## src/rtl/core_sequencer.sv

```systemverilog
// core_sequencer: multi-cycle fetch/decode/execute/mem/writeback control FSM for the RISC-V core.
// Optional macro CORE_SEQ_TIMEOUT_EN adds a memory-handshake watchdog (fault causes 10 and 11).
module core_sequencer #(
   parameter int unsigned ADDR_SIZE      = 32,
   parameter int unsigned TIMEOUT_CYCLES = 16
) (
   input  logic        clk,
   input  logic        rst_n,
   input  logic        run,
   input  logic        clear_fault,
   output logic        imem_req,
   input  logic        imem_ready,
   input  logic [31:0] instr,
   output logic [31:0] ir,
   output logic        dmem_req,
   output logic        dmem_we,
   input  logic        dmem_ready,
   output logic        pc_enable,
   output logic        rf_we,
   output logic        busy,
   output logic        fault,
   output logic [1:0]  fault_cause,
   output logic [2:0]  state
);

   typedef enum logic [2:0] {
      StIdle      = 3'd0,
      StFetch     = 3'd1,
      StDecode    = 3'd2,
      StExecute   = 3'd3,
      StMem       = 3'd4,
      StWriteback = 3'd5,
      StFault     = 3'd6
   } state_e;

   localparam logic [6:0] OpLui    = 7'b0110111;
   localparam logic [6:0] OpAuipc  = 7'b0010111;
   localparam logic [6:0] OpJal    = 7'b1101111;
   localparam logic [6:0] OpJalr   = 7'b1100111;
   localparam logic [6:0] OpBranch = 7'b1100011;
   localparam logic [6:0] OpLoad   = 7'b0000011;
   localparam logic [6:0] OpStore  = 7'b0100011;
   localparam logic [6:0] OpImm    = 7'b0010011;
   localparam logic [6:0] OpReg    = 7'b0110011;

   localparam logic [1:0] CauseNone    = 2'b00;
   localparam logic [1:0] CauseIllegal = 2'b01;
   localparam logic [1:0] CauseImemTmo = 2'b10;
   localparam logic [1:0] CauseDmemTmo = 2'b11;

   state_e      state_q, state_d;
   logic [31:0] ir_q, ir_d;
   logic [1:0]  cause_q, cause_d;

   logic [6:0]  opcode;
   logic        op_legal;
   logic        op_mem;
   logic        op_store;
   logic        op_branch;
   logic        imem_tmo;
   logic        dmem_tmo;

   // Address width is carried only for interface consistency with the rest of the core.
   logic [63:0] unused_cfg;
   assign unused_cfg = {ADDR_SIZE, TIMEOUT_CYCLES};

   // ---------------------------------------------------------------------------------------------
   // Opcode classification from the held instruction register
   // ---------------------------------------------------------------------------------------------
   assign opcode    = ir_q[6:0];
   assign op_store  = (opcode == OpStore);
   assign op_branch = (opcode == OpBranch);
   assign op_mem    = (opcode == OpLoad) || op_store;

   always_comb begin
      op_legal = 1'b0;
      case (opcode)
         OpLui, OpAuipc, OpJal, OpJalr, OpBranch,
         OpLoad, OpStore, OpImm, OpReg: op_legal = 1'b1;
         default:                       op_legal = 1'b0;
      endcase
   end

   // ---------------------------------------------------------------------------------------------
   // Memory-handshake watchdog
   // ---------------------------------------------------------------------------------------------
`ifdef CORE_SEQ_TIMEOUT_EN
   localparam int unsigned CntW = $clog2(TIMEOUT_CYCLES + 1);

   logic [CntW-1:0] tmo_cnt_q, tmo_cnt_d;
   logic            waiting;

   // Counter is zero outside a stalled FETCH/MEM, so every entry into those states starts at 0.
   assign waiting   = ((state_q == StFetch) && !imem_ready) ||
                      ((state_q == StMem)   && !dmem_ready);
   assign tmo_cnt_d = waiting ? tmo_cnt_q + 1'b1 : '0;
   assign imem_tmo  = (state_q == StFetch) && waiting &&
                      (tmo_cnt_q == CntW'(TIMEOUT_CYCLES - 1));
   assign dmem_tmo  = (state_q == StMem) && waiting &&
                      (tmo_cnt_q == CntW'(TIMEOUT_CYCLES - 1));

   always_ff @(posedge clk or negedge rst_n) begin
      if (!rst_n) begin
         tmo_cnt_q <= '0;
      end else begin
         tmo_cnt_q <= tmo_cnt_d;
      end
   end
`else
   assign imem_tmo = 1'b0;
   assign dmem_tmo = 1'b0;
`endif

   // ---------------------------------------------------------------------------------------------
   // Next-state logic
   // ---------------------------------------------------------------------------------------------
   always_comb begin
      state_d = state_q;
      ir_d    = ir_q;
      cause_d = cause_q;
      case (state_q)
         StIdle: begin
            if (run) state_d = StFetch;
         end
         StFetch: begin
            if (imem_ready) begin
               ir_d    = instr;
               state_d = StDecode;
            end else if (imem_tmo) begin
               cause_d = CauseImemTmo;
               state_d = StFault;
            end
         end
         StDecode: begin
            if (op_legal) begin
               state_d = StExecute;
            end else begin
               cause_d = CauseIllegal;
               state_d = StFault;
            end
         end
         StExecute: begin
            state_d = op_mem ? StMem : StWriteback;
         end
         StMem: begin
            if (dmem_ready) begin
               state_d = StWriteback;
            end else if (dmem_tmo) begin
               cause_d = CauseDmemTmo;
               state_d = StFault;
            end
         end
         StWriteback: begin
            state_d = run ? StFetch : StIdle;
         end
         StFault: begin
            if (clear_fault) begin
               cause_d = CauseNone;
               state_d = StIdle;
            end
         end
         default: begin
            state_d = StIdle;
         end
      endcase
   end

   always_ff @(posedge clk or negedge rst_n) begin
      if (!rst_n) begin
         state_q <= StIdle;
         ir_q    <= '0;
         cause_q <= CauseNone;
      end else begin
         state_q <= state_d;
         ir_q    <= ir_d;
         cause_q <= cause_d;
      end
   end

   // ---------------------------------------------------------------------------------------------
   // Moore outputs; requests fall immediately when reset forces the state to IDLE
   // ---------------------------------------------------------------------------------------------
   always_comb begin
      imem_req  = (state_q == StFetch);
      dmem_req  = (state_q == StMem);
      dmem_we   = (state_q == StMem) && op_store;
      pc_enable = (state_q == StWriteback);
      rf_we     = (state_q == StWriteback) && !(op_branch || op_store);
      busy      = (state_q != StIdle) && (state_q != StFault);
      fault     = (state_q == StFault);
   end

   assign ir          = ir_q;
   assign fault_cause = cause_q;
   assign state       = state_q;

endmodule

```

## config.mk

```make
export PLATFORM = sky130hd
export DESIGN_NAME = core_sequencer
export DESIGN_NICKNAME = d
export VERILOG_FILES = /design/src/rtl/core_sequencer.sv
export SDC_FILE = /design/constraint.sdc
export NUM_CORES = 1
export LEC_CHECK = 0
export ABC_AREA = 1
export BUFFER_PORTS_ARGS = -buffer_cell sky130_fd_sc_hd__buf_2
export CORE_MARGIN = 2
export CORE_UTILIZATION = 47
export CTS_BUF_LIST = sky130_fd_sc_hd__clkbuf_4
export DETAILED_ROUTE_END_ITERATION = 6
export PLACE_DENSITY_LB_ADDON = 0.05
export SLEW_MARGIN = 15
export SYNTH_ARGS = -nofsm -noshare
export SYNTH_HDL_FRONTEND = slang
export SYNTH_SLANG_ARGS = --single-unit
```

## constraint.sdc

```tcl
create_clock -name clk -period 2 [get_ports clk]
set_clock_uncertainty 0.05 [all_clocks]
set_input_delay 0.3 -clock clk [delete_from_list [all_inputs] [get_ports clk]]
set_output_delay 0.3 -clock clk [all_outputs]
set_load 0.1 [all_outputs]
```

==> results of run 1 <==
## kinds of logic after synthesis
family                 count (synthesis)  share of synthesized area, %
and+or+nand+nor                       50                          12.6
DFF                                   36                          54.3
muxes                                 28                          24.0
buffers and inverters                 18                          5.74
AOI/OAI and AO/OA                     10                          3.09
other                                  1                         0.226
## registers in the layout, summed over array words and instances, names as in the netlist
name,count
fault_cause,1
state,3
ir,32
## worst max path at each step
stage,startpoint,end,slack (ns),cells after the start
2_1_floorplan,state[0]$_DFFE_PN0P_,rf_we,-0.33,4
4_1_cts,state[1]$_DFFE_PN0P_,busy,0.06,4
6_report,state[1]$_DFFE_PN0P_,busy,0.08,4
5_1_grt,ir[2]$_DFFE_PN0P_,dmem_we,0.003,6
3_5_place_dp,state[2]$_DFFE_PN0P_,ir[0]$_DFFE_PN0P_,0.19,5
3_3_place_gp,state[2]$_DFFE_PN0P_,ir[24]$_DFFE_PN0P_,0.23,5
## cells in the final DEF (no fill, tap or decap), types with 2 or more instances in the layout
master    netlist  routed
mux2_2          6       6
o21ai_1         0       2
buf_4           1       3
nor2_4          0       2
inv_1          13       9
a21oi_1         5       4
dfrtp_1        36      27
dfrtp_2         0       6
clkbuf_4        0       7
nor3_1          3       2
buf_12          0       2
o21ai_0         4       2
mux2_4         22      22
dfrtp_4         0       3
buf_2           0      75
nand2_2         0       2
nor2_1         13      11
nand3_1         4       4
nand2_1        27      25
## metrics by stage
stage                     setup WS (ns)  hold slack, ns  util (%)  cells
after floorplan                  -0.328         -0.0456         -    143
after global routing            0.00308          0.0347      67.2    273
after global placement            0.232           0.360      64.8    265
after CTS                        0.0617        0.000792      66.8    273
after detailed placement          0.186           0.382      64.8    265
final                            0.0849         -0.0191      67.2    273
## layer usage
layer | routed length, µm | global-route usage (%) | up-vias | part of all wire (%)
met5 | 0 | 0 | - | 0
met4 | 38 | 5.43 | 0 | 1.1
met3 | 235 | 6.25 | 6 | 6.9
met2 | 1640 | 29.5 | 54 | 49
met1 | 1470 | 24.2 | 598 | 43
li1 | - | - | 628 | -
## timing repair
item | 4_1_cts | 5_1_grt
setup endpoints to repair | 4 | 1
gates resized for setup | 4 | 3
hold buffers | 0 | 0
buffers inserted | 0 | 0
## final cells by class
cell class / count / share of cell area [%]
inverter: 14 / 3.55
sequential: 36 / 40.7
tap: 46 / 2.55
multi-input combinational: 89 / 31.3
timing repair buffer: 80 / 19.4
clock inverter: 1 / 0.166
clock buffer: 7 / 2.33
## worst max-delay path: stages (launching register included)
cell and delay [ns]:
dfrtp_4 0.53, nand2_2 0.12, nor2_4 0.06, a21oi_4 0.09
buf_2 0.43
==> key figures, run 1 <==
Finish
  • Final #Nets: between 200 and 300
  • Register area: around 920 µm²
  • Filler instances: just under 300
  • # diodes: 0
  • Area grow syn2layout: 36.2%
  • Finished Cell Area: about 2300 µm²
  • Share of cells above drive strength 1: 60.8%
  • Area occupied by multi-input gates: approximately 700 µm²

Clock network
  • # clock sinks: 36
  • TritonCTS Buffers: 5
  • CTS tree: done
  • Clock slew at reported path FFs: roughly 0.1 ns
  • H-tree depth: 2
  • Root Buffer: clkbuf_4
  • Worst-skew pair later-pin latency: approximately 0.33 ns
  • Clock buffer depth: 2

Detailed routing
  • Drt via density: 4.71
  • Remaining DRCs: 0
  • Final ANT Viol Nets: 0
  • WL final: around 3400 µm
  • Initial DRT Pass Iterations: 4
  • Initial DRC count: roughly 60
  • Drt wl/cell: roughly 12 µm
  • Routed via count: 1286

Critical path
  • Crit path capture type: output port
  • Crit Path Max Fanout: 6
  • Reg2Reg Capture Point: ir[5]$_DFFE_PN0P_
  • WP data arrival: ~1.6 ns
  • Crit Path Class: flip-flop to output port
  • Reg2Reg Setup Slack: about 0.18 ns
  • Setup crit start kind: flip-flop
  • Worst path required time: roughly 1.7 ns
  • Worst Reg-to-Reg Cells: 5
  • Reg2reg start: state[2]$_DFFE_PN0P_

Synthesis
  • Most frequent cells after synthesis: dfrtp_1, nand2_1, mux2_4
  • Synth area leader: dfrtp_1
  • Synth Area per Inst: 11.6 µm²
  • Ys Warns: 0
  • Post-Synthesis Cells: approximately 140
  • Post-synth top area share: 54.3%
  • Most common cell in the netlist: dfrtp_1
  • Post-synthesis cell area: 1660 µm²
  • Ranking of synthesized cells by area: dfrtp_1, mux2_4, nand2_1, mux2_2, inv_1
  • Sequential share of the synthesized area: 54.3%
  • EDFF count, synth: 0
  • Top FF cell, synth: dfrtp_1
  • Yosys cell types: 18
  • Post-Syn Nets: around 180
  • Yosys reg bits: 36
  • Synth async-reset ratio: between 90% and 100%

Hold path
  • HP Class: input port to async pin

STA
  • Tcrit/Tclk final: about 96%
  • Pins Over Slew Limit: 0
  • Worst slew margin: just under 50%
  • Worst slew pin tran: 0.775 ns
  • Endpoints failing hold: 21
  • Setup TNS: 0 ns
  • Final setup violation count: 0
  • Hold slack: -0.0191 ns
  • Tmin final: about 1.9 ns
  • Fmax: ~0.52 GHz
  • RSZ-0062 raised after global routing: false

Floorplan
  • Ports: 82
  • Die Height: between 60 and 70 µm
  • # rows: 21
  • Initial Util: approximately half
  • Core area: 3360 µm²
  • Die area: 4020 µm²
  • Width of the die: around 63 µm

Run status
  • Status: finished, violations left
  • Failing checks: hold timing

Global routing
  • Gr ovfl total: 0
  • First-pass GRT wire length: 5820 µm
  • Initial antenna violation count: 0
  • Overall Global Routing Usage: ~19%
  • Largest net degree at the start of global routing: 37
  • Vias in the first global route: ~1300

Place
  • Final Wtd Congestion: just over 0.8
  • HPWL after detailed placement: 2510 µm
  • DP Area: 2180 µm²
  • Port Buffers: 80

Run
  • Max-cap viol count: 0
Power of run 1 is not shown: default switching activity piles up to over one toggle a cycle in this logic, so the estimate is an artifact.
==> run 2: changes to the inputs <==
--- a/config.mk
+++ b/config.mk
@@ -8,10 +8,9 @@
 export ABC_AREA = 1
 export BUFFER_PORTS_ARGS = -buffer_cell sky130_fd_sc_hd__buf_2
 export CORE_MARGIN = 2
-export CORE_UTILIZATION = 47
-export CTS_BUF_LIST = sky130_fd_sc_hd__clkbuf_4
+export CORE_UTILIZATION = 45
 export DETAILED_ROUTE_END_ITERATION = 6
-export PLACE_DENSITY_LB_ADDON = 0.05
+export PLACE_DENSITY = 0.84
 export SLEW_MARGIN = 15
 export SYNTH_ARGS = -nofsm -noshare
 export SYNTH_HDL_FRONTEND = slang
==> run 2 against run 1 <==
Effect of this change:
- clock-buffer cell count is 1 higher
- first-iteration DRC count is 3.3% higher
- fmax is 2.6% higher
- the run still ends with hold timing left
- global-route usage is 0.40 points lower
- cell count is 1.1% higher
- worst setup slack better by 0.048 ns
- largest cell class unchanged
- die area is 4.2% higher
- hold slack better by 0.017 ns
==> key figures, run 2 (synthesis results as in run 1) <==
Detailed routing
  • Initial DRT Pass Iterations: 6 (+2)
  • Drt via density: 4.66 (-1.2%)
  • Remaining DRCs: 0 (unchanged)
  • Drt wl/cell: 12.3 µm (-0.47%)
  • WL final: 3410 µm (+0.62%)
  • Routed via count: 1285 (-0.078%)
  • Initial DRC count: 63 (+3.3%)
  • Final ANT Viol Nets: 0 (unchanged)

Global routing
  • Gr ovfl total: 0 (unchanged)
  • Vias in the first global route: 1232 (-4.2%)
  • Largest net degree at the start of global routing: 37 (unchanged)
  • First-pass GRT wire length: 5670 µm (-2.5%)
  • Initial antenna violation count: 0 (unchanged)
  • Overall Global Routing Usage: 18.2% (-0.40 points)

Clock network
  • TritonCTS Buffers: 5 (unchanged)
  • Post-CTS Resized: 1 (-3)
  • Clock buffer depth: 2 (unchanged)
  • Root Buffer: clkbuf_8
  • H-tree depth: 2 (unchanged)
  • Setup bufs post-CTS: 0 (unchanged)
  • Hold-fix buffers at CTS: 0 (unchanged)
  • Worst-skew pair later-pin latency: 0.28 ns (-0.05 ns)
  • Clock slew at reported path FFs: 0.07 ns (-0.03 ns)
  • # clock sinks: 36 (unchanged)
  • CTS tree: done

Floorplan
  • Initial Util: 46.0% (-3.3 points)
  • Ports: 82 (unchanged)
  • Core area: 3610 µm² (+7.2%)
  • Width of the die: 64.7 µm (+2.1%)
  • Die Height: 64.7 µm (+2.1%)
  • # rows: 22 (+4.8%)
  • Die area: 4190 µm² (+4.2%)

Critical path
  • Slowest stage delay, CP: 0.53 ns (about the same)
  • Worst Reg-to-Reg Cells: 5 (unchanged)
  • Crit path capture type: output port
  • Reg2Reg Setup Slack: 0.15 ns (-0.03 ns)
  • Worst path required time: 1.65 ns (about the same)
  • Reg2reg start: state[2]$_DFFE_PN0P_
  • Reg2Reg Capture Point: ir[13]$_DFFE_PN0P_
  • CP max stage cell: dfrtp_4
  • Setup crit start kind: flip-flop
  • CP Launch Point: state[1]$_DFFE_PN0P_
  • WP data arrival: 1.52 ns (-0.05 ns)
  • Crit path to: busy
  • Worst-path cell chain: nand2_2 -> nor2_4 -> a21oi_4 -> buf_2
  • Crit Path Max Fanout: 6 (unchanged)
  • Crit Path Class: flip-flop to output port

Place
  • Final Wtd Congestion: 0.848 (+4.8%)
  • HPWL after detailed placement: 2550 µm (+1.8%)
  • Port Buffers: 80 (unchanged)

STA
  • Tcrit/Tclk final: 93.4% (-2.4 points)
  • Endpoints failing hold: 1 (-95%)
  • Worst slew margin: 62.4% (+14 points)
  • Pins Over Slew Limit: 0 (unchanged)
  • Final setup violation count: 0 (unchanged)
  • Worst slew pin tran: 0.564 ns (-0.211 ns)
  • Tmin final: 1.87 ns (-0.0477 ns)
  • Setup TNS: 0 ns (unchanged)
  • RSZ-0062 raised after global routing: false
  • Fmax: 0.536 GHz (+2.6%)
  • Hold slack: -0.00221 ns (+0.0169 ns)

Run status
  • Status: finished, violations left
  • Failing checks: hold timing

Hold path
  • HP Class: input port to async pin

Finish
  • Max reg flops: 32 (unchanged)
  • Final #Nets: 265 (+0.38%)
  • Commonest non-fill, non-tap cell in the layout: buf_2
  • Share of cells above drive strength 1: 61.0% (+0.17 points)
  • Most frequent cells in the layout: buf_2, dfrtp_1, nand2_1
  • Area grow syn2layout: 39.5%
  • # diodes: 0 (unchanged)

Run
  • Max-cap viol count: 0 (unchanged)
## run 2: cell count changes in the layout (fill, tap and decap cells not counted), sizes merged
cell and change:
clkbuf +3, buf -1, clkinv -1
## run 2: per-layer routing
metal	GRT usage [%]	up-vias	wire length, µm
li1	-	627	-
met1	23.6	592	1510
met2	28.0	60	1540
met3	7.12	6	318
met4	5.59	0	40
met5	0	-	0
## run 2: layout make-up
class                           instances  area, µm²
Timing Repair Buffer                   81        445
Fill cell                             302       1290
Inverter                               14       80.1
Clock buffer                            8        100
Multi-Input combinational cell         89        707
Sequential cell                        36        920
Tap cell                               48       60.1
## run 2: how the worst min path moves through the flow
| stage | start | endpoint | slack [ns] | depth (start not counted) |
|---|---|---|---|---|
| final | rst_n | fault_cause[0]$_DFFE_PN0P_ | -0.002 | 2 |
| after detailed placement | rst_n | ir[24]$_DFFE_PN0P_ | 0.31 | 2 |
| after global routing | rst_n | ir[6]$_DFFE_PN0P_ | 0.02 | 2 |
| after global placement | rst_n | ir[24]$_DFFE_PN0P_ | 0.31 | 2 |
| after floorplan | rst_n | fault_cause[0]$_DFFE_PN0P_ | -0.05 | 0 |
| after CTS | rst_n | state[1]$_DFFE_PN0P_ | 0.003 | 2 |
## run 2: metrics by stage
step	area, µm²	hold slack, ns	setup WS (ns)	util (%)	cells
6_report	2310	-0.00221	0.133	64.1	276
5_1_grt	2310	0.0200	0.0341	64.1	276
4_1_cts	2310	0.00315	0.0320	64.0	276
3_5_place_dp	2200	0.314	0.158	61.1	268
3_3_place_gp	2200	0.310	0.208	61.1	268
2_1_floorplan	1750	-0.0456	-0.328	-	143
## run 2: worst max-delay path: cells and delay by family, from the launching register on
kind / cells / cell delay [ns]
buffers and inverters: 1 / 0.43
and+or+nand+nor: 2 / 0.17
AOI/OAI and AO/OA: 1 / 0.10
DFF: 1 / 0.53
Power of run 2 is left out for the same reason.
==> run 3: changes to the inputs <==
--- a/config.mk
+++ b/config.mk
@@ -8,9 +8,10 @@
 export ABC_AREA = 1
 export BUFFER_PORTS_ARGS = -buffer_cell sky130_fd_sc_hd__buf_2
 export CORE_MARGIN = 2
-export CORE_UTILIZATION = 45
+export CORE_UTILIZATION = 47
+export CTS_BUF_LIST = sky130_fd_sc_hd__clkbuf_8
 export DETAILED_ROUTE_END_ITERATION = 6
-export PLACE_DENSITY = 0.84
+export PLACE_DENSITY = 0.87
 export SLEW_MARGIN = 15
 export SYNTH_ARGS = -nofsm -noshare
 export SYNTH_HDL_FRONTEND = slang
==> run 3 against run 2 <==
Effect of this change:
- the flow now finishes without violations
- clock-buffer cell count decreased by 3
- first-iteration DRC count decreased by 25%
- hold slack improved by 0.20 ns
- die area decreased by 4.0%
- non-clock buffer count increased by 1
- cell area decreased by 1.4%
- worst setup slack got worse by 0.064 ns
- critical path type unchanged
- sequential cell count unchanged
- cell count decreased by 0.72%
- largest cell class unchanged
- critical path depth unchanged
- register-to-register slack improved by 0.04 ns
- critical endpoint is now fault
==> key figures, run 3 (synthesis results as in run 1) <==
Run status
  • Status: complete, no violations

Detailed routing
  • WL final: 3200 µm (-6.1%)
  • Drt via density: 4.64 (-0.45%)
  • Initial DRC count: 47 (-25%)
  • Drt wl/cell: 11.7 µm (-5.4%)
  • Remaining DRCs: 0 (unchanged)
  • Initial DRT Pass Iterations: 4 (-2)
  • Routed via count: 1270 (-1.2%)
  • Final ANT Viol Nets: 0 (unchanged)

Hold path
  • HP Class: input port to flip-flop
  • Hold depth: 2
  • Worst hold endpoint: ir[5]$_DFFE_PN0P_
  • Min-delay src: instr[5]

Clock network
  • Setup bufs post-CTS: 0 (unchanged)
  • Root Buffer: clkbuf_8
  • CTS tree: done
  • Clock slew at reported path FFs: 0.06 ns (about the same)
  • # clock sinks: 36 (unchanged)
  • TritonCTS Buffers: 5 (unchanged)
  • Worst-skew pair later-pin latency: 0.28 ns (about the same)
  • Clock buffer depth: 2 (unchanged)
  • H-tree depth: 2 (unchanged)

Critical path
  • Crit Path Class: flip-flop to output port
  • Reg2Reg Capture Point: ir[9]$_DFFE_PN0P_
  • Worst Reg-to-Reg Cells: 5 (unchanged)
  • Worst path required time: 1.65 ns (about the same)
  • WP data arrival: 1.58 ns (+0.06 ns)
  • Crit path capture type: output port
  • Crit Path Max Fanout: 5 (-1)
  • Setup crit start kind: flip-flop
  • Reg2reg start: state[2]$_DFFE_PN0P_
  • Reg2Reg Setup Slack: 0.19 ns (+0.04 ns)

Place
  • Port Buffers: 80 (unchanged)
  • HPWL after detailed placement: 2550 µm (about the same)
  • Number of cells after detailed placement: 266 (-0.75%)
  • DP Area: 2190 µm² (-0.79%)
  • Final Wtd Congestion: 0.802 (-5.4%)

STA
  • RSZ-0062 raised after global routing: false
  • Worst slew pin tran: 0.542 ns (-0.0225 ns)
  • Tcrit/Tclk final: 96.6% (+3.2 points)
  • Tmin final: 1.93 ns (+0.0645 ns)
  • Pins Over Slew Limit: 0 (unchanged)
  • Fmax: 0.518 GHz (-3.3%)
  • Worst slew margin: 63.9% (+1.5 points)
  • Final setup violation count: 0 (unchanged)
  • Endpoints failing hold: 0 (-1)

Finish
  • Commonest non-fill, non-tap cell in the layout: buf_2
  • Area grow syn2layout: 37.6%
  • Max reg flops: 32 (unchanged)
  • Finished Cell Area: 2280 µm² (-1.4%)
  • # diodes: 0 (unchanged)
  • Share of cells above drive strength 1: 60.1% (-0.88 points)
  • Most frequent cells in the layout: buf_2, dfrtp_1, nand2_1
  • Final #Nets: 266 (+0.38%)
  • Post-route insts no fill: 274 (-0.72%)

Floorplan
  • # rows: 21 (-4.5%)
  • Initial Util: 49.3% (+3.3 points)
  • Core area: 3360 µm² (-6.7%)
  • Ports: 82 (unchanged)
  • Die Height: 63.4 µm (-2.0%)
  • Width of the die: 63.4 µm (-2.0%)
  • Die area: 4020 µm² (-4.0%)

Global routing
  • Gr ovfl total: 0 (unchanged)
  • Largest net degree at the start of global routing: 37 (unchanged)
  • Initial antenna violation count: 0 (unchanged)
  • Vias in the first global route: 1291 (+4.8%)
  • Overall Global Routing Usage: 17.6% (-0.55 points)
  • First-pass GRT wire length: 5510 µm (-2.9%)

Run
  • Max-cap viol count: 0 (unchanged)
==> run 3: critical path, stage by stage, from the launching register on <==
cell,delay (ns)
dfrtp_4,0.51
inv_6,0.10
nand2_2,0.07
nor2_4,0.17
buf_2,0.45
==> run 3: cell type report <==
type | count | area [µm²]
clock inverters | 2 | 7.51
flip-flops and latches | 36 | 920
multi-input cells | 89 | 707
inverters | 14 | 80.1
clock buffers | 5 | 68.8
repair buffers | 82 | 440
fillers | 282 | 1080
well taps | 46 | 57.6
==> run 3: per-layer routing <==
layer / share of wire (%) / track usage [%]
met1: 44 / 22.6
met5: 0 / 0
met2: 47 / 28.0
met4: 1.1 / 5.71
met3: 7.9 / 5.89
==> run 3: repair_timing <==
action,in CTS,in global routing
resized for setup,0,3
hold buffers,1,0
endpoints found under the hold margin,11,0
endpoints found under the setup margin,0,3
==> run 3: worst max-delay path by stage <==
stage,start,end,slack (ns),cells after the start
3_3_place_gp,state[2]$_DFFE_PN0P_,ir[9]$_DFFE_PN0P_,0.23,5
4_1_cts,state[2]$_DFFE_PN0P_,imem_req,0.0007,4
5_1_grt,ir[2]$_DFFE_PN0P_,dmem_we,0.005,6
3_5_place_dp,state[2]$_DFFE_PN0P_,ir[9]$_DFFE_PN0P_,0.19,5
6_report,state[0]$_DFFE_PN0P_,fault,0.07,4
2_1_floorplan,state[0]$_DFFE_PN0P_,rf_we,-0.33,4
==> run 3: through the flow <==
step / util [%] / TNS, ns / worst slack [ns] / hold slack [ns]
global route: 67.8 / 0 / 0.00542 / 0.185
finish: 67.8 / 0 / 0.0682 / 0.200
CTS: 67.6 / 0 / 0.000670 / 0.193
detailed placement: 65.0 / 0 / 0.192 / 0.144
floorplan: - / -0.397 / -0.328 / -0.0456
global placement: 65.0 / 0 / 0.231 / 0.140
Power of run 3 is left out for the same reason.
